[src/rtl/rob_commit_unit.sv]
// Commit stage: retires the ROB head into the register files, sequences MMIO/irrevocable
// ops with the LSU, raises traps/xRETs to the CSR unit, and issues the pipeline flush.
module rob_commit_unit #(
   parameter int XLEN   = 64,
   parameter int ITAG_W = 8
) (
   input  logic              clk_i,
   input  logic              arst_n_i,
   input  logic [XLEN-1:0]   rob_data_i,
   input  logic [XLEN-1:0]   rob_csrdata_i,
   input  logic [XLEN-1:0]   rob_branchaddr_i,
   input  logic [XLEN-1:0]   rob_pc_i,
   input  logic              rob_jump_i,
   input  logic [4:0]        rob_fflag_i,
   input  logic              rob_mmio_i,
   input  logic              rob_instr_pageflt_i,
   input  logic              rob_instr_accflt_i,
   input  logic              rob_instr_addrmis_i,
   input  logic              rob_load_addr_mis_i,
   input  logic              rob_store_addr_mis_i,
   input  logic              rob_load_page_flt_i,
   input  logic              rob_store_page_flt_i,
   input  logic              rob_load_acc_flt_i,
   input  logic              rob_store_acc_flt_i,
   input  logic [4:0]        rob_opcode_i,
   input  logic              rob_mret_i,
   input  logic              rob_sret_i,
   input  logic              rob_illins_i,
   input  logic              rob_ecall_i,
   input  logic              rob_ebreak_i,
   input  logic              rob_irrevo_i,
   input  logic [4:0]        rob_rdindex_i,
   input  logic              rob_rden_i,
   input  logic [4:0]        rob_frdindex_i,
   input  logic              rob_frden_i,
   input  logic [11:0]       rob_csrindex_i,
   input  logic              rob_csren_i,
   input  logic              rob_fflagen_i,
   input  logic [2:0]        rob_branchtype_i,
   input  logic [ITAG_W-1:0] rob_itag_i,
   input  logic              rob_complete_i,
   input  logic              rob_valid_i,
   output logic              rob_ready_o,
   output logic              gpr_we_o,
   output logic [4:0]        gpr_idx_o,
   output logic [XLEN-1:0]   gpr_data_o,
   output logic              fpr_we_o,
   output logic [4:0]        fpr_idx_o,
   output logic [XLEN-1:0]   fpr_data_o,
   output logic              csr_we_o,
   output logic [11:0]       csr_idx_o,
   output logic [XLEN-1:0]   csr_data_o,
   output logic              fflag_we_o,
   output logic [4:0]        fflag_o,
   output logic              irrevo_go_o,
   output logic [ITAG_W-1:0] irrevo_itag_o,
   input  logic              irrevo_done_i,
   output logic              trap_req_o,
   output logic [4:0]        trap_cause_o,
   output logic              trap_mret_o,
   output logic              trap_sret_o,
   output logic [XLEN-1:0]   trap_pc_o,
   output logic [XLEN-1:0]   trap_tval_o,
   input  logic              trap_ack_i,
   input  logic [XLEN-1:0]   trap_target_i,
   output logic              flush_o,
   output logic [XLEN-1:0]   redirect_pc_o,
   output logic              instret_o,
   output logic [1:0]        dbg_state_o
);

   // Handshake: the head is consumed in exactly the cycle where rob_valid_i && rob_ready_o;
   // go/trap_req are level requests held until irrevo_done_i/trap_ack_i respectively.
   typedef enum logic [1:0] {S_IDLE, S_WAIT_IRREVO, S_WAIT_TRAP, S_FLUSH} state_t;

   state_t            r_state;
   state_t            w_next_state;
   logic [ITAG_W-1:0] r_itag;
   logic [4:0]        r_cause;
   logic              r_mret;
   logic              r_sret;
   logic [XLEN-1:0]   r_trap_pc;
   logic [XLEN-1:0]   r_tval;
   logic              r_trap_retires;
   logic [XLEN-1:0]   r_redirect;

   logic            w_eligible;
   logic            w_exc;
   logic            w_xret;
   logic            w_irrevo;
   logic            w_retire;
   logic            w_trap_done;
   logic            w_enter_trap;
   logic            w_enter_irrevo;
   logic [4:0]      w_cause;
   logic [XLEN-1:0] w_tval;
   logic            w_unused;

   assign w_unused = ^{rob_opcode_i, rob_branchtype_i};

   assign w_eligible = rob_valid_i && rob_complete_i;
   assign w_exc = rob_instr_pageflt_i | rob_instr_accflt_i | rob_instr_addrmis_i |
                  rob_load_addr_mis_i | rob_store_addr_mis_i | rob_load_page_flt_i |
                  rob_store_page_flt_i | rob_load_acc_flt_i | rob_store_acc_flt_i |
                  rob_illins_i | rob_ecall_i | rob_ebreak_i;
   assign w_xret   = rob_mret_i | rob_sret_i;
   assign w_irrevo = rob_irrevo_i | rob_mmio_i;

   assign w_enter_trap   = (r_state == S_IDLE) && w_eligible && (w_exc || w_xret);
   assign w_enter_irrevo = (r_state == S_IDLE) && w_eligible && !w_exc && !w_xret && w_irrevo;

   // Gated by reset so nothing retires combinationally while reset is held.
   assign w_retire = arst_n_i && w_eligible &&
                     (((r_state == S_IDLE) && !w_exc && !w_xret && !w_irrevo) ||
                      ((r_state == S_WAIT_IRREVO) && irrevo_done_i));
   assign w_trap_done = arst_n_i && (r_state == S_WAIT_TRAP) && trap_ack_i;

   // Instruction-side faults outrank decode faults, which outrank data-side faults.
   always_comb begin
      w_cause = 5'd0;
      w_tval  = '0;
      if (rob_instr_pageflt_i) begin
         w_cause = 5'd12; w_tval = rob_pc_i;
      end else if (rob_instr_accflt_i) begin
         w_cause = 5'd1;  w_tval = rob_pc_i;
      end else if (rob_instr_addrmis_i) begin
         w_cause = 5'd0;  w_tval = rob_pc_i;
      end else if (rob_illins_i) begin
         w_cause = 5'd2;
      end else if (rob_ebreak_i) begin
         w_cause = 5'd3;
      end else if (rob_ecall_i) begin
         w_cause = 5'd8;
      end else if (rob_load_addr_mis_i) begin
         w_cause = 5'd4;  w_tval = rob_data_i;
      end else if (rob_store_addr_mis_i) begin
         w_cause = 5'd6;  w_tval = rob_data_i;
      end else if (rob_load_page_flt_i) begin
         w_cause = 5'd13; w_tval = rob_data_i;
      end else if (rob_store_page_flt_i) begin
         w_cause = 5'd15; w_tval = rob_data_i;
      end else if (rob_load_acc_flt_i) begin
         w_cause = 5'd5;  w_tval = rob_data_i;
      end else if (rob_store_acc_flt_i) begin
         w_cause = 5'd7;  w_tval = rob_data_i;
      end
   end

   always_ff @(posedge clk_i or negedge arst_n_i) begin
      if (!arst_n_i) r_state <= S_IDLE;
      else           r_state <= w_next_state;
   end

   always_comb begin
      w_next_state = r_state;
      case (r_state)
         S_IDLE: begin
            if (w_enter_trap)                  w_next_state = S_WAIT_TRAP;
            else if (w_enter_irrevo)           w_next_state = S_WAIT_IRREVO;
            else if (w_retire && rob_jump_i)   w_next_state = S_FLUSH;
         end
         S_WAIT_IRREVO: begin
            if (irrevo_done_i) w_next_state = (w_retire && rob_jump_i) ? S_FLUSH : S_IDLE;
         end
         S_WAIT_TRAP: begin
            if (trap_ack_i) w_next_state = S_FLUSH;
         end
         default: w_next_state = S_IDLE;
      endcase
   end

   always_ff @(posedge clk_i or negedge arst_n_i) begin
      if (!arst_n_i) begin
         r_itag         <= '0;
         r_cause        <= '0;
         r_mret         <= 1'b0;
         r_sret         <= 1'b0;
         r_trap_pc      <= '0;
         r_tval         <= '0;
         r_trap_retires <= 1'b0;
         r_redirect     <= '0;
      end else begin
         if (w_enter_irrevo) r_itag <= rob_itag_i;
         if (w_enter_trap) begin
            r_cause        <= w_exc ? w_cause : 5'd0;
            r_mret         <= !w_exc && rob_mret_i;
            r_sret         <= !w_exc && rob_sret_i;
            r_trap_pc      <= rob_pc_i;
            r_tval         <= w_exc ? w_tval : '0;
            r_trap_retires <= w_xret | rob_ecall_i | rob_ebreak_i;
         end
         if (w_retire && rob_jump_i) r_redirect <= rob_branchaddr_i;
         if (w_trap_done)            r_redirect <= trap_target_i;
      end
   end

   always_comb begin
      rob_ready_o   = w_retire || (w_trap_done && rob_valid_i);
      instret_o     = w_retire || (w_trap_done && r_trap_retires);
      gpr_we_o      = w_retire && rob_rden_i;
      gpr_idx_o     = gpr_we_o ? rob_rdindex_i : 5'd0;
      gpr_data_o    = gpr_we_o ? rob_data_i : '0;
      fpr_we_o      = w_retire && rob_frden_i;
      fpr_idx_o     = fpr_we_o ? rob_frdindex_i : 5'd0;
      fpr_data_o    = fpr_we_o ? rob_data_i : '0;
      csr_we_o      = w_retire && rob_csren_i;
      csr_idx_o     = csr_we_o ? rob_csrindex_i : 12'd0;
      csr_data_o    = csr_we_o ? rob_csrdata_i : '0;
      fflag_we_o    = w_retire && rob_fflagen_i;
      fflag_o       = fflag_we_o ? rob_fflag_i : 5'd0;
      irrevo_go_o   = (r_state == S_WAIT_IRREVO);
      irrevo_itag_o = irrevo_go_o ? r_itag : '0;
      trap_req_o    = (r_state == S_WAIT_TRAP);
      trap_cause_o  = trap_req_o ? r_cause : 5'd0;
      trap_mret_o   = trap_req_o && r_mret;
      trap_sret_o   = trap_req_o && r_sret;
      trap_pc_o     = trap_req_o ? r_trap_pc : '0;
      trap_tval_o   = trap_req_o ? r_tval : '0;
      flush_o       = (r_state == S_FLUSH);
      redirect_pc_o = flush_o ? r_redirect : '0;
      dbg_state_o   = r_state;
   end

endmodule

[config.mk]
export PLATFORM = sky130hd
export DESIGN_NAME = rob_commit_unit
export DESIGN_NICKNAME = d
export VERILOG_FILES = /design/src/rtl/rob_commit_unit.sv
export SDC_FILE = /design/constraint.sdc
export NUM_CORES = 1
export LEC_CHECK = 0
export ABC_AREA = 1
export CAP_MARGIN = 20
export CORE_AREA = 2 2 319 321
export DETAILED_ROUTE_END_ITERATION = 7
export DIE_AREA = 0 0 321 323
export PLACE_DENSITY = 0.33
export SLEW_MARGIN = 20
export SYNTH_ARGS = -nofsm -noshare
export SYNTH_HDL_FRONTEND = slang
export SYNTH_SLANG_ARGS = --single-unit
[constraint.sdc]
create_clock -name clk_i -period 1.85 [get_ports clk_i]
set_input_delay 0.185 -clock clk_i [delete_from_list [all_inputs] [get_ports clk_i]]
set_output_delay 0.185 -clock clk_i [all_outputs]
set_load 0.03 [all_outputs]
After elaboration in Yosys (flattened, before gate mapping) --
Index checks and enable logic that the tools add are counted.
Operators by class: eq/ne operators 6, muxes and demuxes 47, bitwise operators 15, reductions and logical operators 35
Operator list (count):
- 64-bit two-way mux | 21
- 4-bit two-way mux | 9
- 5-bit two-way mux | 6
- 1-bit logical AND | 25
- 1-bit OR | 15
- 12-bit two-way mux | 1
- 2-bit two-way mux | 6
- 8-bit two-way mux | 1
- 3-bit two-way mux | 2
- 2-bit case mux with 3 select lines | 1
- 2-bit equality test, second input constant | 2
- 1-bit logical OR | 4
- 2-bit by 1-bit != test with 1-bit output, second input constant | 2
- 4-bit by 3-bit != test with 1-bit output, second input constant | 1
- 1-bit zero test | 3
- 3-bit AND reduction | 1
- 2-bit by 1-bit equality test with 1-bit output, second input constant | 1
- 2-bit zero test | 1
- 2-bit nonzero test | 1
Storage, ports and cells: register bits 210, word-level logic and storage cells 112

Logic depth before layout (Yosys ltp) --
Gate-level depths: netlist (run 1).
word-level depth 22, depth in mapped cells 11, mapped depth without buffers 10

Worst setup path before layout (run 1) --
OpenSTA, ideal clock, no wires.
path kind flip-flop to output port, start reg r_state[0] (netlist: dbg_state_o[0]), end out csr_data_o[54], arrival 2.322 ns, data required time 1.665 ns, path slack -0.657 ns, stages on the path, launching flop included 9, path buffers 2, cells stage by stage dfrtp_1 -> inv_2 -> nor2_1 -> nand2_1 -> nand2_4 -> nand3_2 -> buf_2 -> buf_6 -> nor2_1
RTL lines:
- start: declaration | RTL line 76 | state_t r_state;
- start signal: assignment | RTL line 151 | else r_state <= w_next_state;
- 2-bit by 1-bit equality test with 1-bit output
- via irrevo_go_o | RTL line 55 | output logic irrevo_go_o,
- 1-bit logical AND | RTL line 115 | ((r_state == S_WAIT_IRREVO) && irrevo_done_i));
- 1-bit logical OR | RTL line 114 | (((r_state == S_IDLE) && !w_exc && !w_xret && !w_irrevo) ||
- 1-bit logical AND | RTL line 113 | assign w_retire = arst_n_i && w_eligible &&
- 1-bit logical AND | RTL line 206 | csr_we_o = w_retire && rob_csren_i;
- 64-bit two-way mux | RTL line 208 | csr_data_o = csr_we_o ? rob_csrdata_i : '0;
- end: declaration | RTL line 52 | output logic [XLEN-1:0] csr_data_o,
The timed path passes the listed nets, and every way through them passes these cells.

Worst setup path after layout (run 1) --
start reg r_state[0] (netlist: dbg_state_o[0]), end out csr_idx_o[10]
On the way: word-level cells in the longest chain between the ends 8
RTL lines:
- 2-bit zero test | RTL line 114
- 1-bit logical AND (3 in a row) | RTL line 114
- 1-bit logical OR * | RTL line 114
- 1-bit logical AND * | RTL line 113
- 1-bit logical AND * | RTL line 206
- 12-bit two-way mux * | RTL line 207 | csr_idx_o = csr_we_o ? rob_csrindex_i : 12'd0;
- end: declaration | RTL line 51 | output logic [11:0] csr_idx_o,
Mark *: on every way between the ends. The rest lies on a longest branch, timed or not.

==> run metrics, run 1 <==
status finished with violations; failing checks negative setup slack; max cap viols 0; syn_nets 2221; number of library cell types mapped by synthesis 31; pin count of the biggest net entering global routing 120; Vias 15240; DR DRC count 0; Crit path max-delay family simple AND/OR/NAND/NOR gates; # port buffers 817; CTS H-tree depth 1; row count 117; First-pass DRT Iterations 5; Gate power share 56.0%; Clock Latency Late Sink 590 ps; most frequent cells in the layout inv_1 (440), clkdlybuf4s50_1 (382), nor2_4 (274), buf_4 (211), dfrtp_1 (207); Die Span Y 323 microns; vias in the first global route 15790; fmax 0.4032 GHz; cells along the critical path nor2_4 > inv_2 > nor2_4 > nand3_2 > nand2_4 > nand3_4 > buf_12 > clkbuf_16 > nor2_4 > buf_12; Layout fillers 10770; Power Total 30540 uW; Avg WL per Cell 20.45 microns; RSZ-0062 raised after global routing true; Syn Area/Cell 6.931 sq um; 1st-iter DRT viols 683; die area 103700 sq um; Clock Tree Buf Depth 3; clock slew at reported path FFs 60 ps; crit path DAT 2300 ps; CORE AREA 100700 sq um; Multi-input gate area 7437 sq um; RePlAce Congestion 0.8737; Yosys warning total 0; Slew HR 42.40%; remaining antenna violation count after routing 0; Max VDD drop 520.2 uV; clk sinks 209; final count of hold timing violations 0; Leak 0.01272 uW; P_sw 13120 uW; Flop pwr share 24.1%; Worst Skew 12.38 ps; Cell Int Power 17430 uW; Final Max Slew Viols 0; hpwl dp 65.46 mm; GRT overflow 0; DRT Wirelength 83.11 mm; post-layout min period 2480 ps; final setup fails 493; first-pass GRT wire length 111.7 mm; CP dominant cell by count nor2_4; most common cell after layout, fill and taps aside inv_1; post-DR vias/cell 3.750; Hold Crit Class in -> reg; setup TNS -197320 ps; worst setup path class reg -> out; nets@finish 3116; initial antenna violation count 24; WP data required 1660 ps; Setup crit start kind flop; post-synthesis register bit count 209; clk root buf clkbuf_16; global-route usage over all layers 14.78%; DP Worst Slack -569.2 ps; Num CTS Buffers 31; die width 321 microns; CP max stage cell dfrtp_2; storage element area 5233 sq um; crit path max fanout 17; Sw Ratio 42.95%; CP max stage delay 420 ps; TritonCTS clock tree yes; I/O pin count 827; CP bufs+invs 4; Worst setup EP type output pin; setup ws final -630.4 ps; Starting Density 12.60%; sequential fraction of the synthesis area 41.21%; Area growth syn-to-layout 124.7%; Syn Inst Count 1831; Period Utilization, post-route 134.1%; Clock power frac 19.9%; Worst Tran Pin Value 864.0 ps; share of layout cells above drive strength 1 39.22%; Synth Cell Area 12690 sq um; power density of the placed cells 1071 nW/um^2
==> stage by stage <==
step | cell area [sq um] | hold slack [ps] | std cells | utilization (%)
floorplan | 14820 | -110.6 | 1831 | -
global placement | 25690 | 290.5 | 3968 | 25.50
detailed placement | 25690 | 295.2 | 3968 | 25.50
CTS | 27330 | 107.1 | 4039 | 27.13
global route | 28510 | 152.8 | 4062 | 28.31
finish | 28510 | 161.5 | 4064 | 28.31
==> Yosys cell counts (all sizes together) <==
cell type | number | area [sq um]
inv | 448 | 1682
nor2 | 445 | 1688
o21ai | 229 | 1146
dfrtp | 209 | 5230
nand2 | 206 | 785.8
buf | 64 | 441.7
mux2 | 64 | 720.7
clkbuf | 53 | 198.9
o32ai | 47 | 411.6
a21oi | 21 | 105.1
o22ai | 19 | 118.9
nand3 | 17 | 112.6
or2 | 3 | 18.77
nor3 | 2 | 10.01
clkinv | 1 | 3.750
conb | 1 | 3.750
nand4 | 1 | 6.260
o31ai | 1 | 7.510
==> power groups by stage <==
stage | Clock (uW) | Sequential [uW] | Combinational (uW)
after floorplan | 0 | 7310 | 8530
after global placement | 0 | 7410 | 15900
after detailed placement | 0 | 7440 | 16000
after CTS | 6350 | 7380 | 16500
after global routing | 6540 | 7610 | 18400
final | 6090 | 7370 | 17100
==> flip-flops by register name, indices dropped and copies added (netlist names) <==
signal / flops
r_redirect: 64
r_trap_pc: 64
r_tval: 64
r_itag: 8
r_cause: 4
dbg_state_o: 2
r_mret: 1
r_sret: 1
r_trap_retires: 1
==> cell families after synthesis <==
| group | count (synthesis) | synth area share [%] |
|---|---|---|
| AO/OA/AOI/OAI | 317 | 14.10 |
| AND/OR/NAND/NOR | 674 | 20.65 |
| multiplexers | 64 | 5.679 |
| other | 1 | 0.02955 |
| buffers and inverters | 566 | 18.33 |
| flip-flops | 209 | 41.21 |
==> worst paths after layout <==
path | from | end | slack [ps] | depth (start not counted)
max in group asynchronous | arst_n_i | r_redirect[29] | 420 | 4
min in group asynchronous | arst_n_i | dbg_state_o[1] | 210 | 3
hold reg to reg | r_trap_pc[17] | r_trap_pc[17] | 480 | 2
hold / removal | rob_itag_i[2] | r_itag[2] | 160 | 3
setup reg to reg | dbg_state_o[1] | r_redirect[10] | -120 | 10
setup / recovery | dbg_state_o[0] | csr_idx_o[10] | -630 | 10
==> cell type report <==
class	count	share of cell area (%)
Timing Repair Buffer	977	40.02
Clock buffer	47	3.317
Inverter	449	6.003
Antenna cell	4	0.03510
Timing Repair inverter	2	0.1009
Clock inverter	11	0.3423
Tap cell	1309	5.744
Multi-Input combinational cell	1056	26.08
Sequential cell	209	18.35
==> what timing repair did <==
action	4_1_cts	5_1_grt
hold buffers	1	0
endpoints found under the hold margin	90	0
setup endpoints to repair	458	532
pin swaps	2	6
resized for setup	120	209
cloned	3	14
buffers inserted	9	7
==> tightest hold or removal path: stages <==
cell and delay [ps]:
clkdlybuf4s50_1 390, nand2_1 60, o21ai_0 70
==> routing by layer <==
metal,vias up,wire length (microns),global-route usage (%)
li1,7333,-,-
met1,7165,29370,15.26
met2,608,44590,28.37
met3,114,6845,4.840
met4,18,2186,3.884
met5,-,116,0
Power figures use the tool's default switching activity.
==> inputs of run 2 (changes only) <==
--- a/config.mk
+++ b/config.mk
@@ -10,6 +10,7 @@
 export CORE_AREA = 2 2 319 321
 export DETAILED_ROUTE_END_ITERATION = 7
 export DIE_AREA = 0 0 321 323
+export HOLD_SLACK_MARGIN = 0.1
 export PLACE_DENSITY = 0.33
 export SLEW_MARGIN = 20
 export SYNTH_ARGS = -nofsm -noshare
==> results of run 2 <==
The final DEF is identical to that of run 1; final timing and power are the same.
